--- src/rtl/muldiv_if.sv ---
// Handshake bundle between the EX-stage pipeline control and the HI/LO multiply/divide sequencer.
interface muldiv_if #(
  parameter int WIDTH = 32
);
  logic             start;
  logic [1:0]       op;
  logic [WIDTH-1:0] src_a;
  logic [WIDTH-1:0] src_b;
  logic             advance;
  logic             flush;
  logic             ex_stall;
  logic             done;
  logic [WIDTH-1:0] hi;
  logic [WIDTH-1:0] lo;

  modport master (
    output start, op, src_a, src_b, advance, flush,
    input  ex_stall, done, hi, lo
  );

  modport slave (
    input  start, op, src_a, src_b, advance, flush,
    output ex_stall, done, hi, lo
  );
endinterface

--- src/rtl/muldiv_ctrl.sv ---
// EX-stage HI/LO sequencer: registered multiplier plus radix-2 restoring divider, stalling EX until done.
// Optional macro DIV_EARLY_OUT_EN: finish trivial divides (|a| < |b| or a == 0) one cycle after start.
module muldiv_ctrl #(
  parameter int WIDTH   = 32,
  parameter int MUL_LAT = 3
) (
  input logic     clk,
  input logic     rst_n,
  muldiv_if.slave bus
);
  localparam int CNT_W = $clog2(WIDTH + 1);

  typedef enum logic [2:0] {S_IDLE, S_MUL, S_DIV, S_FIXUP, S_DONE} state_t;

  state_t                state;
  logic [CNT_W-1:0]      count;
  logic [WIDTH-1:0]      mag_b;
  logic [WIDTH-1:0]      raw_a;
  logic [WIDTH-1:0]      quo;
  logic [WIDTH-1:0]      rem;
  logic                  sign_a;
  logic                  sign_b;
  logic                  div_zero;
  logic [2*WIDTH-1:0]    prod_p0;

  logic                  is_signed_in;
  logic [WIDTH-1:0]      in_mag_a;
  logic [WIDTH-1:0]      in_mag_b;
  logic signed [2*WIDTH-1:0] ext_a;
  logic signed [2*WIDTH-1:0] ext_b;
  logic signed [2*WIDTH-1:0] prod_full;
  logic [WIDTH:0]        rem_sh;
  logic [WIDTH:0]        trial;
  logic                  early_out;

  function automatic logic [WIDTH-1:0] magnitude(input logic [WIDTH-1:0] v, input logic is_signed);
    return (is_signed && v[WIDTH-1]) ? -v : v;
  endfunction

  function automatic logic [WIDTH-1:0] cond_neg(input logic [WIDTH-1:0] v, input logic neg);
    return neg ? -v : v;
  endfunction

  assign is_signed_in = ~bus.op[0];
  assign in_mag_a     = magnitude(bus.src_a, is_signed_in);
  assign in_mag_b     = magnitude(bus.src_b, is_signed_in);
  assign ext_a        = {{WIDTH{is_signed_in & bus.src_a[WIDTH-1]}}, bus.src_a};
  assign ext_b        = {{WIDTH{is_signed_in & bus.src_b[WIDTH-1]}}, bus.src_b};
  assign prod_full    = ext_a * ext_b;

  // One restoring step: shift in the next dividend bit, keep the difference if it did not borrow.
  assign rem_sh = {rem, quo[WIDTH-1]};
  assign trial  = rem_sh - {1'b0, mag_b};

`ifdef DIV_EARLY_OUT_EN
  assign early_out = (in_mag_a < in_mag_b) || (bus.src_a == '0);
`else
  assign early_out = 1'b0;
`endif

  assign bus.ex_stall = ~bus.flush &&
                        ((state == S_IDLE && bus.start) || state == S_MUL ||
                         state == S_DIV || state == S_FIXUP);

  // Control path and visible results
  always_ff @(posedge clk or negedge rst_n) begin
    if (!rst_n) begin
      state    <= S_IDLE;
      count    <= '0;
      bus.done <= 1'b0;
      bus.hi   <= '0;
      bus.lo   <= '0;
    end else if (bus.flush) begin
      state    <= S_IDLE;
      count    <= '0;
      bus.done <= 1'b0;
    end else begin
      case (state)
        S_IDLE: begin
          if (bus.start) begin
            if (!bus.op[1]) begin
              if (MUL_LAT == 1) begin
                state    <= S_DONE;
                bus.done <= 1'b1;
                bus.hi   <= prod_full[2*WIDTH-1:WIDTH];
                bus.lo   <= prod_full[WIDTH-1:0];
              end else begin
                state <= S_MUL;
                count <= CNT_W'(MUL_LAT - 1);
              end
            end else if (early_out) begin
              state    <= S_DONE;
              bus.done <= 1'b1;
              bus.hi   <= bus.src_a;
              bus.lo   <= '0;
            end else begin
              state <= S_DIV;
              count <= CNT_W'(WIDTH);
            end
          end
        end
        S_MUL: begin
          count <= count - CNT_W'(1);
          if (count == CNT_W'(1)) begin
            state    <= S_DONE;
            bus.done <= 1'b1;
            bus.hi   <= prod_p0[2*WIDTH-1:WIDTH];
            bus.lo   <= prod_p0[WIDTH-1:0];
          end
        end
        S_DIV: begin
          count <= count - CNT_W'(1);
          if (count == CNT_W'(1)) state <= S_FIXUP;
        end
        S_FIXUP: begin
          state    <= S_DONE;
          bus.done <= 1'b1;
          if (div_zero) begin
            bus.hi <= raw_a;
            bus.lo <= '1;
          end else begin
            bus.hi <= cond_neg(rem, sign_a);
            bus.lo <= cond_neg(quo, sign_a ^ sign_b);
          end
        end
        S_DONE: begin
          if (bus.advance) begin
            state    <= S_IDLE;
            bus.done <= 1'b0;
          end
        end
        default: state <= S_IDLE;
      endcase
    end
  end

  // Operand capture at T0 and divider datapath
  always_ff @(posedge clk) begin
    if (state == S_IDLE) begin
      mag_b    <= in_mag_b;
      raw_a    <= bus.src_a;
      sign_a   <= is_signed_in & bus.src_a[WIDTH-1];
      sign_b   <= is_signed_in & bus.src_b[WIDTH-1];
      div_zero <= (bus.src_b == '0);
      quo      <= in_mag_a;
      rem      <= '0;
      prod_p0  <= prod_full;
    end else if (state == S_DIV) begin
      rem <= trial[WIDTH] ? rem_sh[WIDTH-1:0] : trial[WIDTH-1:0];
      quo <= {quo[WIDTH-2:0], ~trial[WIDTH]};
    end
  end
endmodule
--- src/flat_wrapper.sv ---
// flat-port wrapper written by rule: the top's interface ports become plain ports
module muldiv_ctrl_flat 
#(
  parameter int WIDTH   = 32,
  parameter int MUL_LAT = 3
)
  (clk, rst_n, bus_start, bus_op, bus_src_a, bus_src_b, bus_advance, bus_flush, bus_ex_stall, bus_done, bus_hi, bus_lo);
  muldiv_if #(.WIDTH(WIDTH)) bus_i ();
  input logic clk;
  input logic rst_n;
  input wire logic [$bits(bus_i.start)-1:0] bus_start;
  input wire logic [$bits(bus_i.op)-1:0] bus_op;
  input wire logic [$bits(bus_i.src_a)-1:0] bus_src_a;
  input wire logic [$bits(bus_i.src_b)-1:0] bus_src_b;
  input wire logic [$bits(bus_i.advance)-1:0] bus_advance;
  input wire logic [$bits(bus_i.flush)-1:0] bus_flush;
  output wire logic [$bits(bus_i.ex_stall)-1:0] bus_ex_stall;
  output wire logic [$bits(bus_i.done)-1:0] bus_done;
  output wire logic [$bits(bus_i.hi)-1:0] bus_hi;
  output wire logic [$bits(bus_i.lo)-1:0] bus_lo;
  assign bus_i.start = bus_start;
  assign bus_i.op = bus_op;
  assign bus_i.src_a = bus_src_a;
  assign bus_i.src_b = bus_src_b;
  assign bus_i.advance = bus_advance;
  assign bus_i.flush = bus_flush;
  assign bus_ex_stall = bus_i.ex_stall;
  assign bus_done = bus_i.done;
  assign bus_hi = bus_i.hi;
  assign bus_lo = bus_i.lo;
  muldiv_ctrl #(.WIDTH(WIDTH), .MUL_LAT(MUL_LAT)) u_core (.clk(clk), .rst_n(rst_n), .bus(bus_i));
endmodule
--- config.mk ---
export PLATFORM = sky130hd
export DESIGN_NAME = muldiv_ctrl_flat
export DESIGN_NICKNAME = d
export VERILOG_FILES = /design/src/rtl/muldiv_if.sv /design/src/rtl/muldiv_ctrl.sv /design/src/flat_wrapper.sv
export SDC_FILE = /design/constraint.sdc
export NUM_CORES = 2
export LEC_CHECK = 0
export CAP_MARGIN = 5
export CORE_MARGIN = 10
export CORE_UTILIZATION = 55
export CTS_CLUSTER_DIAMETER = 150
export DETAILED_ROUTE_END_ITERATION = 10
export PLACE_DENSITY = 0.77
export SYNTH_ARGS = -nofsm -noshare
export SYNTH_HDL_FRONTEND = slang
export SYNTH_SLANG_ARGS = --single-unit
--- constraint.sdc ---
create_clock -name clk -period 7.92 [get_ports clk]
set_clock_uncertainty 0.05 [all_clocks]
set_input_delay 1.98 -clock clk [delete_from_list [all_inputs] [get_ports clk]]
set_output_delay 1.98 -clock clk [all_outputs]
set_load 0.02 [all_outputs]
==> impl.org <==
** Floorplanning
- IO Pins :: 137
- The die covers 108000 um^2.
- Chip width :: 329 um
- Number of core rows :: 113
- Effective utilization at floorplan :: 0.553
- Total core area :: 94700 um^2
- Overall die height :: 329 um

** Synthesis
- Async set-reset flop share out of synthesis :: 0.275
- The most used flip-flop cell after synthesis is sky130_fd_sc_hd__edfxtp_1.
- Most common cell in the netlist :: sky130_fd_sc_hd__inv_1
- Yosys warning count :: 0
- Sequential element share of the synthesized area :: 0.141
- Summing every instance area after synthesis gives 52400 um^2.
- Most common library cells after synthesis :: 1156 x sky130_fd_sc_hd__inv_1, 1126 x sky130_fd_sc_hd__fa_1, 898 x sky130_fd_sc_hd__nand2_1, 375 x sky130_fd_sc_hd__and2_1, 307 x sky130_fd_sc_hd__clkbuf_1
- The number of nets handed over by synthesis was 7124.
- A synthesized cell averages 9.22 um^2.
- In the synthesized netlist, the number of instances is 5677.
- The synthesized design contains 163 enable-type register cells.
- The synthesized design spends more area on one cell type than any other, namely sky130_fd_sc_hd__fa_1.
- Cell types with the largest area share after synthesis :: sky130_fd_sc_hd__fa_1 43%, sky130_fd_sc_hd__edfxtp_1 9.3%, sky130_fd_sc_hd__inv_1 8.3%
- Count of different cell masters after synthesis :: 75
- Of the post-synthesis cell area, the dominant cell type holds 0.431.
- #FFs+latches synth :: 269

** Routing
- For this run, the detailed router's first-pass iteration total came to 9.
- Remaining design rule violation count :: 0
- Wirelength per Cell :: 24.4 um
- Iter 0 DRT Violations :: 4180
- The final layout contains routed wiring with a total length of 185000 um.
- Count of vias placed by the detailed router :: 44.1k
- Using the TritonRoute via totals, the vias-per-cell ratio works out to 5.83.
- In this run the remaining antenna-violating nets after routing total 0.

** STA
- Setup violations remaining at the end of the flow were counted as 49.
- Worst rel slew slack :: 0.0526
- Fmax :: 0.110 GHz
- Post-route clock period utilization :: 1.15
- Final WS setup :: -1.16 ns
- Hold violation total from the final report :: 0
- For the pin with the worst max-slew slack, the measured transition is 1.41 ns.
- Total count of max-transition violations in the final report :: 0
- Counting I/O delays and the setup requirement, the final critical path takes 9.08 ns.
- Setup repair after global routing could not meet its margin everywhere.

** Min path
- Launch point of the worst hold path :: u_core.bus.hi[3]$_DFFE_PN0P_
- Type of the worst min-delay path :: register to register
- Worst hold path stage count :: 2
- Hold-critical path endpoint :: u_core.bus.hi[3]$_DFFE_PN0P_

** Setup path
- Critical path launch point type :: primary input
- Endpoint type of the worst setup path :: register
- Worst reg2reg path startpoint :: u_core.quo[31]$_DFFE_PP_
- The worst register-to-register path ends at u_core.rem[23]$_SDFFE_PP0P_.
- Buffering stage count on the worst path with inverters included :: 10
- Required time reported for the critical path endpoint :: 8.16 ns
- Depth of the worst register-to-register path :: 14
- Biggest cell delay along the critical path :: 0.60 ns
- Grouping stages by cell kind, the critical path spends the most delay in adder cells.
- Setup slack on the worst flop-to-flop path :: 3.84 ns
- The critical path in this run is classified as primary input to register.
- In this run the worst path has a maximum fanout of 8.
- In this run the number of cells on the critical path is 31.
- Data arrives at the worst endpoint at 9.31 ns.
- Slowest cell on the critical path :: sky130_fd_sc_hd__fa_2
- CP most frequent cell :: sky130_fd_sc_hd__fa_1

** Finish
- Fill count :: 6421
- Post-layout net count :: 7730
- In the final layout, the share of cells above drive strength 1 is 0.212.
- Synthesis-to-finish area growth :: 24.4%

** Placed design
- RD Place Congestion :: 1.01
- Prior to clock tree synthesis, the placed netlist has a worst setup slack of -2.41 ns.
- Detail Placement HPWL :: 133000 um
- The count of buffers added on input and output ports is 136.

** CTS
- Total clock sinks :: 269
- CTS built an H-tree with a depth of 1.
- Clock tree synthesis selected as its root buffer the cell sky130_fd_sc_hd__clkbuf_16.
- Bufs on Longest Clock Path :: 3
- Number of buffers inserted during clock tree synthesis :: 26
- After clock tree synthesis, the clock-pin slew on the worst setup and hold paths is 0.07 ns.
- TritonCTS built the clock tree.
- Clock latency on the worst-skew pair, taken at its later pin, is 0.55 ns.

** Job
- Across the run, the number of max-cap violations was 0.

** Status
- The checks that failed: setup timing.
- Run status :: finished with violations

** Global routing
- Wire length of the first global-routing pass :: 274000 um
- Residual overflow from global routing :: 0
- Across every metal layer, demand over resource in global routing totals 0.332.
- Entering global routing, the biggest net connects 93 pins.
- The initial antenna violation count came to 13.
- The number of global-route vias before repair is 47.1k.
-- final cells by class --
type / instances / area, um^2 / area share
antenna: 4 / 10.0 / 0.000154
clock buffer: 31 / 691 / 0.0106
clock inverter: 17 / 215 / 0.00330
inverter: 1157 / 4370 / 0.0671
multi-input combinational: 3903 / 41400 / 0.635
sequential: 269 / 7390 / 0.113
tap: 1265 / 1580 / 0.0243
timing repair buffer: 926 / 9500 / 0.146
-- cells in the final DEF, fill, tap and decap left out, drive strengths merged, types with 163 or more instances in the layout --
cell,n
a21oi,205
ha,250
fa,1126
nor2,197
nand2,898
inv,1155
and2,375
buf,817
o21ai,174
edfxtp,163
-- layer usage --
layer | up-vias | global-route usage | part of all wire
li1 | 18300 | - | -
met1 | 22000 | 0.384 | 0.32
met2 | 2988 | 0.520 | 0.45
met3 | 866 | 0.111 | 0.14
met4 | 12 | 0.230 | 0.087
met5 | - | 0 | 0.00041
-- cells by family after synthesis --
logic type / Yosys count / share of synthesized area
AND/OR/NAND/NOR: 1662 / 0.146
buffers and inverters: 1505 / 0.109
multiplexers: 27 / 0.00523
XOR/XNOR: 227 / 0.0380
adder cells (fa/ha/maj): 1376 / 0.490
AO/OA/AOI/OAI: 611 / 0.0705
flip-flops: 269 / 0.141
-- what timing repair did --
action                     in CTS  in global routing
gates resized for setup       679                271
hold buffers                    0                  0
setup endpoints to repair      50                 50
cloned                         19                  1
pin swaps                     252                218
buffers inserted              163                 64
-- metrics by stage --
step | cell area, um^2 | setup TNS (ns) | std cells | hold WS (ns) | utilization
floorplan | 53300 | -30.43 | 5677 | 0.436 | -
global placement | 59500 | -83.17 | 7308 | 0.410 | 0.628
detailed placement | 59500 | -85.78 | 7308 | 0.419 | 0.628
CTS | 64000 | -26.07 | 7528 | 0.434 | 0.676
global route | 65100 | -41.32 | 7570 | 0.456 | 0.688
finish | 65100 | -35.82 | 7572 | 0.432 | 0.688
-- flip-flops by register name (all words and copies together), names as in the netlist, 3 cells and up --
register and cells:
u_core.bus.hi 32, u_core.bus.lo 32, u_core.count 6, u_core.mag_b 32, u_core.prod_p0 64, u_core.quo 32
u_core.raw_a 32, u_core.rem 32, u_core.state 3
-- worst register-to-register path: cells and delay by family (launching register included) --
kind                       cells  cell delay (ns)
adders and majority gates      2             0.45
AOI/OAI and AO/OA              7             1.74
buffers and inverters          2             0.69
DFF                            1             0.36
and+or+nand+nor                3             0.66
-- how the worst max path moves through the flow --
stage / start / to / slack [ns]
detailed placement: bus_src_b[1] / u_core.prod_p0[62]$_DFFE_PP_ / -2.41
global placement: bus_src_b[1] / u_core.prod_p0[62]$_DFFE_PP_ / -2.28
floorplan: bus_op[0] / u_core.prod_p0[62]$_DFFE_PP_ / -1.46
global route: bus_src_a[31] / u_core.prod_p0[62]$_DFFE_PP_ / -1.34
finish: bus_src_a[31] / u_core.prod_p0[62]$_DFFE_PP_ / -1.16
CTS: bus_src_a[31] / u_core.prod_p0[63]$_DFFE_PP_ / -1.13
Power is not shown: default switching activity piles up to over one toggle a cycle in this logic, so the estimate is an artifact.
